[src/rtl/cdb_arbiter_pkg.sv]
// Shared definitions for the common data bus: widths, broadcast record, index helper.
package cdb_arbiter_pkg;

   localparam int TAG_W  = 3;
   localparam int DATA_W = 32;

   // One broadcast as seen by the reservation stations and the RAT.
   typedef struct packed {
      logic              valid;
      logic [TAG_W-1:0]  tag;
      logic [DATA_W-1:0] value;
   } cdb_bcast_t;

   // (base + off) mod n for base < n and off <= n; avoids a divider in the scan.
   function automatic int wrap_add(input int base, input int off, input int n);
      int s;
      s = base + off;
      if (s >= n) begin
         s = s - n;
      end
      return s;
   endfunction

endpackage

[src/rtl/result_fifo.sv]
// Per-source result buffer holding {tag, value}; head is visible combinationally.
module result_fifo #(
   parameter int DEPTH  = 2,
   parameter int TAG_W  = 3,
   parameter int DATA_W = 32
) (
   input  logic              clk,
   input  logic              rst,
   input  logic              push_i,
   input  logic              pop_i,
   input  logic [TAG_W-1:0]  tag_i,
   input  logic [DATA_W-1:0] value_i,
   output logic [TAG_W-1:0]  head_tag_o,
   output logic [DATA_W-1:0] head_value_o,
   output logic              full_o,
   output logic              empty_o
);
   import cdb_arbiter_pkg::*;

   localparam int PTR_W = $clog2(DEPTH);
   localparam int CNT_W = PTR_W + 1;
   localparam logic [CNT_W-1:0] FULL_CNT = CNT_W'(DEPTH);

   logic [TAG_W+DATA_W-1:0] mem_q [DEPTH];
   logic [PTR_W-1:0]        wr_ptr_q, wr_ptr_d;
   logic [PTR_W-1:0]        rd_ptr_q, rd_ptr_d;
   logic [CNT_W-1:0]        count_q, count_d;
   logic                    do_push, do_pop;

   assign full_o  = (count_q == FULL_CNT);
   assign empty_o = (count_q == '0);
   assign do_push = push_i & ~full_o;
   assign do_pop  = pop_i & ~empty_o;
   assign {head_tag_o, head_value_o} = mem_q[rd_ptr_q];

   // Next pointers and occupancy; DEPTH is a power of two so pointers wrap naturally.
   always_comb begin
      wr_ptr_d = wr_ptr_q;
      rd_ptr_d = rd_ptr_q;
      count_d  = count_q;
      if (do_push) begin
         wr_ptr_d = wr_ptr_q + 1'b1;
      end
      if (do_pop) begin
         rd_ptr_d = rd_ptr_q + 1'b1;
      end
      case ({do_push, do_pop})
         2'b10:   count_d = count_q + 1'b1;
         2'b01:   count_d = count_q - 1'b1;
         default: count_d = count_q;
      endcase
   end

   // Pointer/count registers; reset discards everything buffered.
   always_ff @(posedge clk) begin
      if (rst) begin
         wr_ptr_q <= '0;
         rd_ptr_q <= '0;
         count_q  <= '0;
      end else begin
         wr_ptr_q <= wr_ptr_d;
         rd_ptr_q <= rd_ptr_d;
         count_q  <= count_d;
      end
   end

   // Storage write; contents need no reset because count gates visibility.
   always_ff @(posedge clk) begin
      if (do_push) begin
         mem_q[wr_ptr_q] <= {tag_i, value_i};
      end
   end

endmodule

[src/rtl/cdb_arbiter.sv]
// Common data bus arbiter: buffers results per source, broadcasts up to two per cycle round-robin.
module cdb_arbiter #(
   parameter int NUM_SRC    = 3,
   parameter int TAG_W      = 3,
   parameter int DATA_W     = 32,
   parameter int FIFO_DEPTH = 2
) (
   input  logic                      clk,
   input  logic                      rst,
   input  logic [NUM_SRC-1:0]        src_valid,
   input  logic [NUM_SRC*TAG_W-1:0]  src_tag,
   input  logic [NUM_SRC*DATA_W-1:0] src_value,
   output logic [NUM_SRC-1:0]        src_ready,
   output logic                      cdb0_valid,
   output logic [TAG_W-1:0]          cdb0_tag,
   output logic [DATA_W-1:0]         cdb0_value,
   output logic                      cdb1_valid,
   output logic [TAG_W-1:0]          cdb1_tag,
   output logic [DATA_W-1:0]         cdb1_value
);
   import cdb_arbiter_pkg::*;

   localparam int RR_W = (NUM_SRC > 1) ? $clog2(NUM_SRC) : 1;

   logic [NUM_SRC-1:0] fifo_full, fifo_empty, pop;
   logic [TAG_W-1:0]   head_tag   [NUM_SRC];
   logic [DATA_W-1:0]  head_value [NUM_SRC];

   logic [RR_W-1:0]    rr_ptr_q, rr_ptr_d;
   logic [RR_W-1:0]    scan_idx, g0_idx, g1_idx;
   logic               g0_found, g1_found;

   logic               cdb0_valid_q, cdb0_valid_d, cdb1_valid_q, cdb1_valid_d;
   logic [TAG_W-1:0]   cdb0_tag_q, cdb0_tag_d, cdb1_tag_q, cdb1_tag_d;
   logic [DATA_W-1:0]  cdb0_value_q, cdb0_value_d, cdb1_value_q, cdb1_value_d;

   // Ready reflects registered occupancy only, so a full buffer stalls even while draining.
   assign src_ready = rst ? '0 : ~fifo_full;

   generate
      for (genvar gi = 0; gi < NUM_SRC; gi++) begin : g_fifo
         result_fifo #(
            .DEPTH  (FIFO_DEPTH),
            .TAG_W  (TAG_W),
            .DATA_W (DATA_W)
         ) u_fifo (
            .clk          (clk),
            .rst          (rst),
            .push_i       (src_valid[gi] & src_ready[gi]),
            .pop_i        (pop[gi]),
            .tag_i        (src_tag[gi*TAG_W +: TAG_W]),
            .value_i      (src_value[gi*DATA_W +: DATA_W]),
            .head_tag_o   (head_tag[gi]),
            .head_value_o (head_value[gi]),
            .full_o       (fifo_full[gi]),
            .empty_o      (fifo_empty[gi])
         );
      end
   endgenerate

   // Round-robin scan from rr_ptr: first non-empty source to port 0, second to port 1.
   always_comb begin
      g0_found = 1'b0;
      g1_found = 1'b0;
      g0_idx   = '0;
      g1_idx   = '0;
      scan_idx = '0;
      pop      = '0;
      rr_ptr_d = rr_ptr_q;
      for (int k = 0; k < NUM_SRC; k++) begin
         scan_idx = RR_W'(wrap_add(int'(rr_ptr_q), k, NUM_SRC));
         if (!fifo_empty[scan_idx]) begin
            if (!g0_found) begin
               g0_found = 1'b1;
               g0_idx   = scan_idx;
            end else if (!g1_found) begin
               g1_found = 1'b1;
               g1_idx   = scan_idx;
            end
         end
      end
      if (g0_found) begin
         pop[g0_idx] = 1'b1;
      end
      if (g1_found) begin
         pop[g1_idx] = 1'b1;
      end
      if (g1_found) begin
         rr_ptr_d = RR_W'(wrap_add(int'(g1_idx), 1, NUM_SRC));
      end else if (g0_found) begin
         rr_ptr_d = RR_W'(wrap_add(int'(g0_idx), 1, NUM_SRC));
      end
   end

   // Broadcast payloads; an ungranted port carries all zeros.
   always_comb begin
      cdb0_valid_d = g0_found;
      cdb0_tag_d   = g0_found ? head_tag[g0_idx]   : '0;
      cdb0_value_d = g0_found ? head_value[g0_idx] : '0;
      cdb1_valid_d = g1_found;
      cdb1_tag_d   = g1_found ? head_tag[g1_idx]   : '0;
      cdb1_value_d = g1_found ? head_value[g1_idx] : '0;
   end

   // Output registers and round-robin pointer.
   always_ff @(posedge clk) begin
      if (rst) begin
         rr_ptr_q     <= '0;
         cdb0_valid_q <= 1'b0;
         cdb0_tag_q   <= '0;
         cdb0_value_q <= '0;
         cdb1_valid_q <= 1'b0;
         cdb1_tag_q   <= '0;
         cdb1_value_q <= '0;
      end else begin
         rr_ptr_q     <= rr_ptr_d;
         cdb0_valid_q <= cdb0_valid_d;
         cdb0_tag_q   <= cdb0_tag_d;
         cdb0_value_q <= cdb0_value_d;
         cdb1_valid_q <= cdb1_valid_d;
         cdb1_tag_q   <= cdb1_tag_d;
         cdb1_value_q <= cdb1_value_d;
      end
   end

   assign cdb0_valid = cdb0_valid_q;
   assign cdb0_tag   = cdb0_tag_q;
   assign cdb0_value = cdb0_value_q;
   assign cdb1_valid = cdb1_valid_q;
   assign cdb1_tag   = cdb1_tag_q;
   assign cdb1_value = cdb1_value_q;

endmodule

[config.mk]
export PLATFORM = sky130hd
export DESIGN_NAME = cdb_arbiter
export DESIGN_NICKNAME = d
export VERILOG_FILES = /design/src/rtl/cdb_arbiter_pkg.sv /design/src/rtl/result_fifo.sv /design/src/rtl/cdb_arbiter.sv
export SDC_FILE = /design/constraint.sdc
export NUM_CORES = 1
export LEC_CHECK = 0
export BUFFER_PORTS_ARGS = -buffer_cell sky130_fd_sc_hd__buf_2
export CAP_MARGIN = 20
export CORE_ASPECT_RATIO = 0.75
export CORE_MARGIN = 1
export CORE_UTILIZATION = 38
export CTS_CLUSTER_DIAMETER = 30
export DETAILED_ROUTE_END_ITERATION = 10
export HOLD_SLACK_MARGIN = 0.03
export PLACE_DENSITY_LB_ADDON = 0.2
export SYNTH_ARGS = -nofsm -noshare
export SYNTH_HDL_FRONTEND = slang
export SYNTH_SLANG_ARGS = --single-unit
export TNS_END_PERCENT = 5
[constraint.sdc]
create_clock -name clk -period 3.95 [get_ports clk]
set_input_delay 0 -clock clk [delete_from_list [all_inputs] [get_ports clk]]
set_output_delay 0 -clock clk [all_outputs]
set_load 0.02 [all_outputs]
==> flow_metrics.py, run 1 <==
metrics = {
    "placement": {
        "preCtsSetupSlack_ns": 0.8087,
        "io_buffers": 184,
        "gp_congestion": 0.7830,
        "post-dp-hpwl_um": 18890,
    },
    "synthesis": {
        "synth_top_area_frac": 0.5228,
        "synth_largest_area_cell": "edfxtp_1",
        "synth_area_leaders": "edfxtp_1 52%, dfxtp_1 15%, mux2i_1 5.9%",
        "synthArstFlopShare": 0,
        "synth_seq_cells": 299,
        "syn-num-nets": 966,
        "syn-cell-area_sq_mm": 0.01206,
        "ys_types": 49,
        "ys_warn_count": 0,
        "ys.flop_type": "edfxtp_1",
        "yosysSeqAreaShare": 0.6705,
        "postSynthAreaPerCell_sq_um": 14.21,
        "synth_edf_count": 210,
        "syn_inst": 849,
    },
    "power_and_ir_drop": {
        "ir_worst_vdd_mv": 0.5882,
        "p_per_area_mw_per_mm2": 775.0,
        "p_leak_nw": 6.002,
    },
    "route": {
        "drt_iter0_markers": 467,
        "route.met2.wl_um": 13650,
        "drc": 0,
        "via_count": 7991,
        "avgRoutedWirePerCell_um": 19.15,
        "wl_met1_um": 14950,
        "route.met3.wl_um": 1583,
        "highest_layer": "met4",
        "ant_nets": 0,
        "first_pass_iters": 5,
        "wl_um": 30660,
        "via_per_inst": 4.991,
    },
    "floorplanning": {
        "core_sq_mm": 0.03125,
        "std_cell_rows": 56,
        "die_h_um": 156.3,
        "dieArea_sq_mm": 0.03247,
        "dieWidth_um": 207.7,
        "ios": 185,
        "initial_core_util": 0.3860,
    },
    "clock_network": {
        "clockBufferDepth": 3,
        "root_buffer": "clkbuf_16",
        "clk_latency_ns": 0.57,
        "clk_pin_slew_ns": 0.05,
        "cts_tree": "yes",
        "htreeDepth": 2,
        "clkSinkCount": 299,
        "cts_buffers": 53,
        "cts-resized-gates": 0,
    },
    "worst_setup_path": {
        "critPathTopFamily": "adder cells",
        "worstReg2RegStart": "rr_ptr_q[0]",
        "timing.rr.end": "g_fifo[0].u_fifo.count_q[1]",
        "r2r_cells": 12,
        "path_cells": "inv_1 -> ha_1 -> o21ai_0 -> a21oi_1 -> nor2_1 -> or3_1 -> ha_1 -> nand2_1 -> o32ai_2 -> ha_1 -> or3_1 -> a21oi_1",
        "crit_buf_inv": 1,
        "critPathLaunchType": "flip-flop",
        "reg2reg_slack_ns": 0.80,
        "cpMostUsedCell": "ha_1",
        "required_ns": 4.43,
        "cp-end-kind": "flip-flop",
        "cp_slowest_stage_delay_ns": 0.62,
        "worst-path-max-fanout": 16,
        "crit_slowest_cell": "ha_1",
        "worstPathArrival_ns": 3.64,
        "crit_type": "flip-flop to flip-flop",
    },
    "sta": {
        "post-route-period-util": 0.7981,
        "fin_tns_setup_ns": 0,
        "skew_ns": 0.02757,
        "setup_viol": 0,
        "relSlewSlack": 0.2938,
        "timing.fmax_mhz": 317.2,
        "maxSlewViolCount": 0,
        "finalCriticalPeriod_ns": 3.152,
        "layout_setup_ws_ns": 0.7977,
        "rsz0062_at_grt": "no",
        "hold_viol": 0,
        "tightest_slew_ns": 1.059,
    },
    "global_route": {
        "grt_start_max_net_pins": 107,
        "grt_use_total": 0.1900,
        "grt_pass1_wl_um": 46790,
        "antenna_found_initial": 0,
        "grt_overflow": 0,
        "grt_pass1_vias": 8024,
    },
    "layout": {
        "diodes": 0,
        "nets": 1268,
        "drive_gt1_frac": 0.3138,
        "syn_to_final_growth_pct": 34.49,
    },
    "run_status": {
        "status": "completed",
    },
    "min_path": {
        "hold_end": "g_fifo[0].u_fifo.mem_q[0][0]",
        "worstHoldStart": "src_valid[0]",
        "whs_path_depth": 3,
        "hp-class": "primary input to flip-flop",
    },
    "flow_run": {
        "drv_cap": 0,
    },
}
state kept, by name, indices dropped and copies added, names as in the netlist, named ones only:
register	flops
g_fifo.u_fifo.wr_ptr_q	3
cdb1_valid	1
g_fifo.u_fifo.mem_q	210
cdb1_tag	3
cdb0_tag	3
cdb0_value	32
cdb0_valid	1
rr_ptr_q	2
g_fifo.u_fifo.rd_ptr_q	3
g_fifo.u_fifo.count_q	6
cdb1_value	32
cell type report:
class                      instances  area (sq um)
clock buffer                      64          1408
clock inverter                    35         389.1
fill                            2715         15030
multi-input combinational        479          3656
timing repair buffer             307          2130
sequential                       299          8092
inverter                          11         41.29
tap                              406         508.0
per-stage QoR:
| step | utilization | hold slack (ns) | power (W) | instances | cell area (sq um) |
|---|---|---|---|---|---|
| floorplan | - | 0.07818 | 0.007031 | 849 | 12060 |
| global placement | 0.4261 | 0.1886 | 0.008057 | 1392 | 13320 |
| detailed placement | 0.4261 | 0.1909 | 0.008081 | 1392 | 13320 |
| CTS | 0.5185 | 0.06554 | 0.01268 | 1600 | 16200 |
| global route | 0.5191 | 0.1044 | 0.01323 | 1601 | 16220 |
| finish | 0.5191 | 0.08239 | 0.01257 | 1601 | 16220 |
worst max-delay path by stage:
stage	from	to	slack, ns	depth (start not counted)
final	rr_ptr_q[0]	g_fifo[0].u_fifo.count_q[1]	0.80	12
after global routing	rr_ptr_q[0]	g_fifo[0].u_fifo.count_q[1]	0.60	12
after CTS	rr_ptr_q[0]	cdb1_value[27]	0.81	8
after detailed placement	rr_ptr_q[0]	cdb1_tag[1]	0.81	8
after global placement	rr_ptr_q[0]	cdb1_tag[0]	0.85	8
after floorplan	g_fifo[0].u_fifo.count_q[0]	g_fifo[0].u_fifo.mem_q[0][0]	0.90	5
where the power goes:
part | switching (W) | internal, W
registers | 0.000324 | 0.00383
clock network | 0.00153 | 0.00294
logic | 0.00245 | 0.00150
cell usage after synthesis, types with 3 or more instances:
cell and instances:
mux2i_1 71, nor2_2 3, o32ai_1 4, nor4_1 3, inv_1 9, buf_6 5
edfxtp_1 210, nor3_1 5, o211ai_1 35, and2_1 35, o32ai_2 32, nor2_1 61
a21oi_1 52, xnor2_1 5, o21ai_0 13, buf_2 19, and3_1 3, xor2_1 6
dfxtp_1 89, buf_4 7, o21ai_1 3, mux2_2 35, ha_1 7, clkbuf_1 28
or3_1 41, nand2_1 41
per-layer routing:
| metal | vias to the layer above | track usage |
|---|---|---|
| li1 | 3815 | - |
| met1 | 3913 | 0.2693 |
| met2 | 221 | 0.2981 |
| met3 | 42 | 0.03652 |
| met4 | 0 | 0.05220 |
| met5 | - | 0 |
worst register-to-register path, delay by kind of cell (launching register included):
kind | cells | cell delay (ns)
fa+ha+maj | 3 | 1.16
simple gates | 4 | 0.92
compound gates | 4 | 0.61
flops | 1 | 0.35
buf+inv | 1 | 0.05
what timing repair did:
item                                    in CTS  in global routing
hold buffers                               109                  0
endpoints found under the setup margin       0                  0
endpoints found under the hold margin      240                  0
buffers inserted                             0                  0
cells by family (layout without fill, tap and decap cells):
group	count (synthesis)	after routing	share of synthesized area
flops	299	299	0.6705
simple gates	200	200	0.08257
compound gates	155	155	0.1108
mux	106	106	0.09159
buf+inv	71	417	0.02935
xor+xnor	11	11	0.007987
fa+ha+maj	7	7	0.007260
cells in the final DEF (no fill, tap or decap), types with 6 or more instances in the layout:
cell type      Yosys  final
a21oi_1           52     52
edfxtp_1         210    210
buf_4              7     13
inv_1              9      9
o32ai_2           32     32
o21ai_0           13     13
clkinvlp_4         0      6
dfxtp_1           89     86
and2_1            35     35
clkbuf_16          0     53
buf_2             19    184
clkbuf_1          28      7
mux2_2            35     35
dlygate4sd3_1      0    109
o211ai_1          35     35
xor2_1             6      6
bufinv_16          0      6
or3_1             41     40
ha_1               7      7
nand2_1           41     41
clkinv_2           0     11
mux2i_1           71     71
nor2_1            61     58
Power figures use the tool's default switching activity.
==> run 2, diff against run 1 <==
ABC_AREA = 1   (was default)
clock period = 3.1 ns   (was 3.95 ns; I/O delays follow)
==> run 2 against run 1 <==
Net effect:
- wire length grew 5.7%
- worst hold slack better by 0.095 ns
- synthesized cell count increased by 11%
- design area shrank 1.4%
- cell count up 6.3%
- global-route usage is 1.3 points higher
- core utilization is 0.66 points higher
- first-iteration DRC count rose by 57%
- critical path type unchanged
- via count up 4.0%
==> flow_metrics.py, run 2 <==
metrics = {
    "flow_run": {
        "drv_cap": 0,
    },
    "synthesis": {
        "synthArstFlopShare": 0,
        "synth_largest_area_cell": "edfxtp_1",
        "synth_area_leaders": "edfxtp_1 53%, dfxtp_1 15%, nand2_1 5.9%",
        "ys_types": 34,
        "yosysSeqAreaShare": 0.6837,
        "syn-num-nets": 1060,
        "synth_top_area_frac": 0.5331,
        "postSynthAreaPerCell_sq_um": 12.54,
        "yosys-top-cells-count": "210 x edfxtp_1, 186 x nand2_1, 109 x a21oi_1, 89 x dfxtp_1, 60 x o21ai_0",
        "ys_warn_count": 0,
        "synth_seq_cells": 299,
        "syn_inst": 943,
        "synth_edf_count": 210,
        "yosysMostFrequentCell": "edfxtp_1",
        "syn-cell-area_sq_mm": 0.01183,
        "ys.flop_type": "edfxtp_1",
    },
    "route": {
        "first_pass_iters": 5,
        "via_count": 8309,
        "wl_um": 32410,
        "via_per_inst": 4.882,
        "ant_nets": 0,
        "avgRoutedWirePerCell_um": 19.04,
        "drc": 0,
        "drt_iter0_markers": 734,
    },
    "clock_network": {
        "root_buffer": "clkbuf_16",
        "clk_pin_slew_ns": 0.05,
        "htreeDepth": 2,
        "cts_tree": "yes",
        "clk_latency_ns": 0.54,
        "clockBufferDepth": 3,
        "clkSinkCount": 299,
        "cts_buffers": 49,
    },
    "power_and_ir_drop": {
        "p_int_w": 0.01048,
        "ir_worst_vdd_mv": 0.7525,
        "power_frac_seq": 0.299,
        "p_comb_frac": 0.390,
        "p_leak_nw": 6.174,
        "power_frac_clock": 0.311,
        "power_switching_w": 0.006691,
        "p_per_area_mw_per_mm2": 1073,
        "sw_frac_of_total": 0.3898,
    },
    "global_route": {
        "grt_overflow": 0,
        "antenna_found_initial": 0,
        "grt_pass1_wl_um": 47160,
        "grt_use_total": 0.2030,
        "grt_start_max_net_pins": 48,
        "grt_pass1_vias": 7674,
    },
    "sta": {
        "timing.fmax_mhz": 353.9,
        "finalCriticalPeriod_ns": 2.826,
        "rsz0062_at_grt": "no",
        "layout_setup_ws_ns": 0.2741,
        "skew_ns": 0.01433,
        "holdWs_ns": 0.1775,
        "hold_viol": 0,
        "tightest_slew_ns": 0.7195,
        "setup_viol": 0,
        "relSlewSlack": 0.5203,
        "fin_tns_setup_ns": 0,
        "maxSlewViolCount": 0,
        "post-route-period-util": 0.9116,
    },
    "floorplanning": {
        "dieArea_sq_mm": 0.03185,
        "die_h_um": 154.8,
        "ios": 185,
        "core_sq_mm": 0.03042,
        "std_cell_rows": 55,
        "dieWidth_um": 205.7,
        "initial_core_util": 0.3889,
    },
    "placement": {
        "gp_congestion": 0.8132,
        "io_buffers": 184,
        "post-dp-hpwl_um": 22640,
        "preCtsSetupSlack_ns": 0.2381,
        "place_area_sq_mm": 0.01322,
    },
    "layout": {
        "drive_gt1_frac": 0.2985,
        "nFillCells": 2671,
        "top_register": "g_fifo.u_fifo.mem_q",
        "final_area_sq_mm": 0.01599,
        "finalCoreUtilization": 0.5258,
        "final_common_cell": "edfxtp_1",
        "diodes": 0,
        "syn_to_final_growth_pct": 35.19,
        "final_cell_mix": "210 x edfxtp_1, 186 x nand2_1, 184 x buf_2",
        "largest_register_ffs": 210,
        "nets": 1379,
        "multi_input_area_sq_mm": 0.003356,
        "register_area_sq_mm": 0.008092,
    },
    "worst_setup_path": {
        "cp-end-kind": "flip-flop",
        "crit_type": "flip-flop to flip-flop",
        "required_ns": 3.52,
        "worstPathArrival_ns": 3.25,
        "critPathLaunchType": "flip-flop",
        "worst-path-max-fanout": 6,
    },
    "min_path": {
        "hp-class": "primary input to flip-flop",
    },
    "run_status": {
        "status": "completed",
    },
}
[run 2: cell types whose count changed after synthesis, sizes merged, moves of 16 or more]
cell | before | now
a21oi | 52 | 112
and2 | 35 | 0
clkbuf | 28 | 12
inv | 11 | 49
mux2 | 35 | 51
mux2i | 71 | 54
nand2 | 41 | 200
nand3 | 1 | 19
nor2 | 65 | 19
o211ai | 35 | 15
o21ai | 16 | 69
o32ai | 37 | 0
or3 | 41 | 0
[run 2: power by group through the flow]
| stage | clock network (W) | logic (W) | registers [W] |
|---|---|---|---|
| 5_1_grt | 0.00564 | 0.00731 | 0.00518 |
| 3_3_place_gp | 0 | 0.00644 | 0.00521 |
| 3_5_place_dp | 0 | 0.00645 | 0.00522 |
| 6_report | 0.00534 | 0.00670 | 0.00513 |
| 2_1_floorplan | 0 | 0.00450 | 0.00535 |
| 4_1_cts | 0.00546 | 0.00658 | 0.00514 |
[run 2: worst max-delay path: stages (launching register included)]
cell	delay [ns]
dfxtp_1	0.35
inv_1	0.06
ha_2	0.32
inv_2	0.11
nand2_1	0.08
nand3_1	0.08
nand2_1	0.09
nand2_2	0.14
nand2_1	0.06
nand2_1	0.12
nand2_2	0.08
ha_1	0.20
nand2_1	0.08
o21ai_2	0.08
inv_1	0.06
nor2_1	0.04
ha_1	0.33
a21oi_1	0.11
o21ai_0	0.12
o21ai_0	0.17
a21oi_1	0.05
[run 2: layout make-up]
type | count | share of cell area
Timing Repair Buffer | 314 | 0.1367
Inverter | 49 | 0.01181
Multi-Input combinational cell | 549 | 0.2098
Sequential cell | 299 | 0.5060
Clock inverter | 33 | 0.02019
Tap cell | 399 | 0.03122
Clock buffer | 59 | 0.08427
[run 2: stage by stage]
step	cells	total power, W
floorplan	943	0.009854
CTS	1702	0.01717
global placement	1501	0.01166
finish	1702	0.01717
detailed placement	1501	0.01167
global route	1702	0.01813
[run 2: worst paths after layout]
| kind | from | endpoint | slack (ns) | cells past startpoint |
|---|---|---|---|---|
| hold / removal | src_value[93] | g_fifo[2].u_fifo.mem_q[0][29] | 0.18 | 2 |
| setup reg to reg | rr_ptr_q[0] | g_fifo[0].u_fifo.count_q[1] | 0.27 | 20 |
| setup / recovery | rr_ptr_q[0] | g_fifo[0].u_fifo.count_q[1] | 0.27 | 20 |
| hold reg to reg | g_fifo[0].u_fifo.rd_ptr_q | g_fifo[0].u_fifo.rd_ptr_q | 0.49 | 2 |
[run 2: layer usage]
metal | global-route usage | share of wire
met2 | 0.2634 | 0.39
met1 | 0.3406 | 0.54
met5 | 0 | 0
met4 | 0.04092 | 0.010
met3 | 0.03708 | 0.059
[run 2: timing repair]
| item | CTS | global route |
|---|---|---|
| setup endpoints to repair | 0 | 3 |
| buffers inserted | 0 | 0 |
| endpoints found under the hold margin | 220 | 0 |
| hold buffers | 109 | 0 |
| resized for setup | 0 | 4 |
[run 2: cell families after synthesis]
logic type / count (synthesis) / synth area share
AND/OR/NAND/NOR: 240 / 0.08843
multiplexers: 105 / 0.09425
AO/OA/AOI/OAI: 197 / 0.08885
adder cells (fa/ha/maj): 7 / 0.007404
buffers and inverters: 95 / 0.03734
flip-flops: 299 / 0.6837
